--- src/rtl/ysyx_22050078_ifu.sv ---
// Instruction fetch unit: takes one PC, issues an 8-byte-aligned read, selects the
// 32-bit word and holds the bundle for IDU; flush discards any fetch in flight.
module ysyx_22050078_ifu #(
  parameter int XLEN = 64
) (
  input  logic            clk,
  input  logic            rst_n,
  input  logic [XLEN-1:0] i_pc,
  input  logic            i_pc_valid,
  output logic            o_pc_ready,
  input  logic            i_flush,
  output logic            o_imem_req_valid,
  input  logic            i_imem_req_ready,
  output logic [XLEN-1:0] o_imem_addr,
  input  logic            i_imem_rsp_valid,
  input  logic [63:0]     i_imem_rsp_data,
  input  logic            i_imem_rsp_err,
  output logic            o_inst_valid,
  input  logic            i_inst_ready,
  output logic [31:0]     o_inst,
  output logic [XLEN-1:0] o_inst_pc,
  output logic            o_fault
);

  typedef enum logic [1:0] {IDLE, REQ, WAIT, OUT} state_t;

  state_t          state, state_nxt;
  logic [XLEN-1:0] pc_q;
  logic [31:0]     inst_q;
  logic            fault_q;
  logic            kill;
  logic            accept;
  logic            misaligned;

  assign accept     = (state == IDLE) && i_pc_valid && !i_flush;
  assign misaligned = (i_pc[1:0] != 2'b00);

  always_ff @(posedge clk or negedge rst_n) begin
    if (!rst_n) state <= IDLE;
    else        state <= state_nxt;
  end

  always_comb begin
    state_nxt = state;
    case (state)
      IDLE: if (accept) state_nxt = misaligned ? OUT : REQ;
      REQ:  if (i_imem_req_ready) state_nxt = WAIT;
      WAIT: if (i_imem_rsp_valid) state_nxt = (kill || i_flush) ? IDLE : OUT;
      OUT:  if (i_flush || i_inst_ready) state_nxt = IDLE;
      default: state_nxt = IDLE;
    endcase
  end

  // A flush while the request is outstanding cannot cancel it, so kill marks the
  // eventual response as one to be dropped.
  always_ff @(posedge clk or negedge rst_n) begin
    if (!rst_n) begin
      pc_q    <= '0;
      inst_q  <= '0;
      fault_q <= 1'b0;
      kill    <= 1'b0;
    end else begin
      case (state)
        IDLE: begin
          if (accept) begin
            pc_q <= i_pc;
            if (misaligned) begin
              inst_q  <= '0;
              fault_q <= 1'b1;
            end
          end
        end
        REQ: begin
          if (i_flush) kill <= 1'b1;
        end
        WAIT: begin
          if (i_imem_rsp_valid) begin
            kill <= 1'b0;
            if (!kill && !i_flush) begin
              fault_q <= i_imem_rsp_err;
              if (i_imem_rsp_err) inst_q <= '0;
              else inst_q <= pc_q[2] ? i_imem_rsp_data[63:32] : i_imem_rsp_data[31:0];
            end
          end else if (i_flush) begin
            kill <= 1'b1;
          end
        end
        default: ;
      endcase
    end
  end

  always_comb begin
    o_pc_ready       = (state == IDLE);
    o_imem_req_valid = (state == REQ);
    o_inst_valid     = (state == OUT);
    o_imem_addr      = {pc_q[XLEN-1:3], 3'b000};
    o_inst           = inst_q;
    o_inst_pc        = pc_q;
    o_fault          = fault_q;
  end

endmodule
--- config.mk ---
export PLATFORM = sky130hd
export DESIGN_NAME = ysyx_22050078_ifu
export DESIGN_NICKNAME = d
export VERILOG_FILES = /design/src/rtl/ysyx_22050078_ifu.sv
export SDC_FILE = /design/constraint.sdc
export NUM_CORES = 1
export LEC_CHECK = 0
export CORE_MARGIN = 10
export CORE_UTILIZATION = 50
export DETAILED_ROUTE_END_ITERATION = 8
export DONT_BUFFER_PORTS = 1
export PLACE_DENSITY = 0.66
export SLEW_MARGIN = 20
export SYNTH_ARGS = -nofsm -noshare
export SYNTH_HDL_FRONTEND = slang
export SYNTH_SLANG_ARGS = --single-unit
--- constraint.sdc ---
create_clock -name clk -period 3.5 [get_ports clk]
set_input_delay 0.35 -clock clk [delete_from_list [all_inputs] [get_ports clk]]
set_output_delay 0.35 -clock clk [all_outputs]
set_load 0.03 [all_outputs]
==> metrics.md <==
| Metric | Value |
|---|---|
| Status | finished, final reports clean |
| # port buffers | 0 |
| Post-DP Area | around 4500 sq um |
| Drc violations | 0 |
| Reg clk slew, reported paths | roughly 0.09 ns |
| Class of the worst hold path | in -> reg |
| R2R setup slack | 0.96 ns |
| Worst setup margin | around 0.96 ns |
| Critical path destination | o_inst_pc[49] |
| Clock Path Buffers | 2 |
| RSZ-0062 raised after global routing | false |
| Vias per std cell | roughly 5.6 |
| Psw | 3.36 mW |
| Critical Path RT | roughly 3.7 ns |
| MaxCap Viol Count | 0 |
| Pre-Repair DR Iteration Count | 4 |
| Fin. max-slew vios | 0 |
| Hold Vio Cnt, Final | 0 |
| GRT overflow | 0 |
| H-tree depth | 3 |
| Vias in the first global route | about 2,700 |
| Post-Syn Instances | around 370 |
| Max_slew headroom | roughly 30% |
| Fillers | ~830 |
| Routed WL | around 11,000 microns |
| Yosys reg bits | 100 |
| Die Height | roughly 120 microns |
| Detailed Route Iter0 Violations | slightly below 80 |
| TritonCTS clock tree | done |
| Max Fclk | 0.393 GHz |
| Critical path class | reg -> reg |
| CP max-delay cell | nand2_2 |
| Total die area | 14,000 sq um |
| P_leak | 2.19 nW |
| Clock Skew | around 0.015 ns |
| Net switching fraction of the power | 55.8% |
| First-pass GRT wire length | 17,200 microns |
| Tcrit/Tclk final | around 73% |
| Final Total Pwr | 6.02 mW |
| Startpoint types | register |
| Critical Path End Type | register |
| GRT Total Usage | approximately 16% |
| CP arrival | ~2.8 ns |
| Layout cells sized above 1 | between 20% and 30% |
| Peak VDD IR | about 650 uV |
| CP Depth | 5 |
| Routed len/inst | 25.6 microns |
| Reg2reg path depth | 5 |
| Hpwl dp | 8870 microns |
| # IOs | 300 |
| Cell Int Power | 2.66 mW |
| Vias | 2,498 |
| Register area share after synthesis | 51.8% |
| Synthesized cell area | slightly below 5000 sq um |
| Total CTS buffers | 9 |
| Reg2Reg Launch Point | state[0] |
| Post-detailed-route count of antenna-violating nets | 0 |
| Starting density of the core | about half |
| Clk network pwr share | about 12% |
| RePlAce Congestion | 0.724 |
| Clk sink count | 100 |
| Synthesized area per cell | 13.0 sq um |
| Die Span X | between 100 and 150 microns |
| Design area | about 4700 sq um |
| NumNets Final | between 400 and 500 |
| Pwr/cell area | around 1300 nW/um^2 |
| Count of cell types in the netlist | 23 |
| RR Endpoint | o_inst_pc[49] |
| CTS Root Cell | clkbuf_8 |
| Sequential group share of total power | between 60% and 70% |
| Initial antenna violation count | 0 |
| Site Rows | 35 |
| Maximum fanout count along the critical path | 33 |
| Combinational Power Share | 19.7% |
| Area Overhead vs Synth | -2.77% |
| Core ar. | about 9300 sq um |
| Measured slew at the worst slew-check pin | roughly 1.0 ns |
| CP max stage delay | ~0.63 ns |
| Fin crit period | 2.54 ns |
| Endpoints failing setup | 0 |
| HP Start | i_imem_rsp_valid |
| Total negative slack | 0 ns |
| Buf+Inv Stages, Crit Path | 2 |
| Worst slack, placed | 0.937 ns |
| Worst path top cell family by delay | simple AND/OR/NAND/NOR gates |
| Crit-path cells | inv_1, ha_1, nand2_2, buf_12, mux2_2 |
| Synth warn | 0 |
| Largest net degree at the start of global routing | 101 |
| Worst-Skew Late Latency | roughly 0.36 ns |
| Number of antenna diodes | 0 |
| Combined area of the multi-input logic cells | roughly 1800 sq um |
| Register area | around 2500 sq um |
| Post-CTS sizing | 0 |
| Critical Path Start | state[0] |
-- worst min-delay path by stage --
stage / cells after the start / endpoint
2_1_floorplan: 0 / kill
3_3_place_gp: 0 / o_inst_pc[54]
3_5_place_dp: 0 / o_inst_pc[59]
4_1_cts: 1 / kill
5_1_grt: 1 / kill
6_report: 1 / kill
-- stage by stage --
step,cells,utilization (%),hold WS (ns)
floorplan,375,-,0.0544
global placement,426,48.0,0.0578
detailed placement,426,48.0,0.0582
CTS,444,50.4,0.0725
global route,444,50.4,0.0815
finish,444,50.4,0.101
-- cell usage after synthesis --
cell | count | area (sq um)
dfrtp_1 | 100 | 2500
mux2_2 | 67 | 754
buf_4 | 64 | 480
nor2_1 | 34 | 128
mux2i_1 | 32 | 320
mux2_1 | 30 | 338
buf_2 | 10 | 50.1
ha_1 | 5 | 62.6
a21oi_1 | 4 | 20.0
clkbuf_1 | 4 | 15.0
nor2b_1 | 4 | 25.0
buf_6 | 3 | 33.8
a31oi_1 | 2 | 12.5
inv_1 | 2 | 7.51
nand2_1 | 2 | 7.51
nand2b_1 | 2 | 12.5
o21ai_0 | 2 | 10.0
a2111oi_2 | 1 | 15.0
a21o_1 | 1 | 7.51
a21oi_4 | 1 | 16.3
conb_1 | 1 | 3.75
nor3b_1 | 1 | 7.51
o21ai_1 | 1 | 5.00
-- logic make-up (layout without fill, tap and decap cells) --
group,count (synthesis),count (layout),share of synthesized area [%]
multiplexers,129,129,29.2
flip-flops,100,100,51.8
buffers and inverters,83,23,12.1
AND/OR/NAND/NOR,43,43,3.73
AO/OA/AOI/OAI,12,12,1.79
adder cells (fa/ha/maj),5,5,1.29
other,1,3,0.0776
-- state kept, by name, summed over array words and instances (netlist names) --
register	cells
o_inst_pc	64
o_inst	32
state	2
kill	1
o_fault	1
-- power by group through the flow --
stage          clock network, mW  logic (mW)  registers (mW)
6_report                   0.696        1.19            4.14
5_1_grt                    0.779        1.31            4.25
4_1_cts                    0.723        1.21            4.18
3_5_place_dp                   0        1.18            4.20
3_3_place_gp                   0        1.14            4.19
2_1_floorplan                  0        2.39            3.13
-- timing repair --
action | CTS | global route
hold buffers | 2 | 0
endpoints found under the hold margin | 100 | 0
setup buffers | 0 | 0
-- per-layer routing --
metal / wire (microns) / up-vias / global-route usage (%)
met5: 0 / - / 0
met4: 139 / 0 / 5.18
met3: 1380 / 11 / 8.09
met2: 5800 / 185 / 27.3
met1: 4030 / 1232 / 15.4
li1: - / 1070 / -
-- layout make-up --
type / instances / share of cell area [%]
timing repair buffer: 5 / 1.81
multi-input combinational: 192 / 37.3
sequential: 100 / 53.3
clock inverter: 4 / 0.692
inverter: 2 / 0.160
tap: 129 / 3.43
clock buffer: 12 / 3.30
-- cells in the final DEF, fill, tap and decap left out --
master	netlist	routed
buf_12	0	2
a21oi_1	4	4
inv_1	2	2
nor3b_1	1	1
nor2_1	34	34
a2111oi_2	1	1
o21ai_1	1	1
nand2b_1	2	2
clkbuf_8	0	11
buf_16	0	1
clkbuf_1	4	1
dfrtp_2	0	1
buf_4	64	1
clkinvlp_4	0	2
inv_6	0	1
dfrtp_1	100	99
mux2i_1	32	32
o21ai_0	2	2
clkinv_4	0	1
conb_1	1	3
a31oi_1	2	2
dlygate4sd3_1	0	1
a21oi_4	1	1
mux2_1	30	30
a21o_1	1	1
nor2b_1	4	4
ha_1	5	5
nand2_1	2	1
nand2_2	0	1
mux2_2	67	67
(Power assumes the default switching activity.)
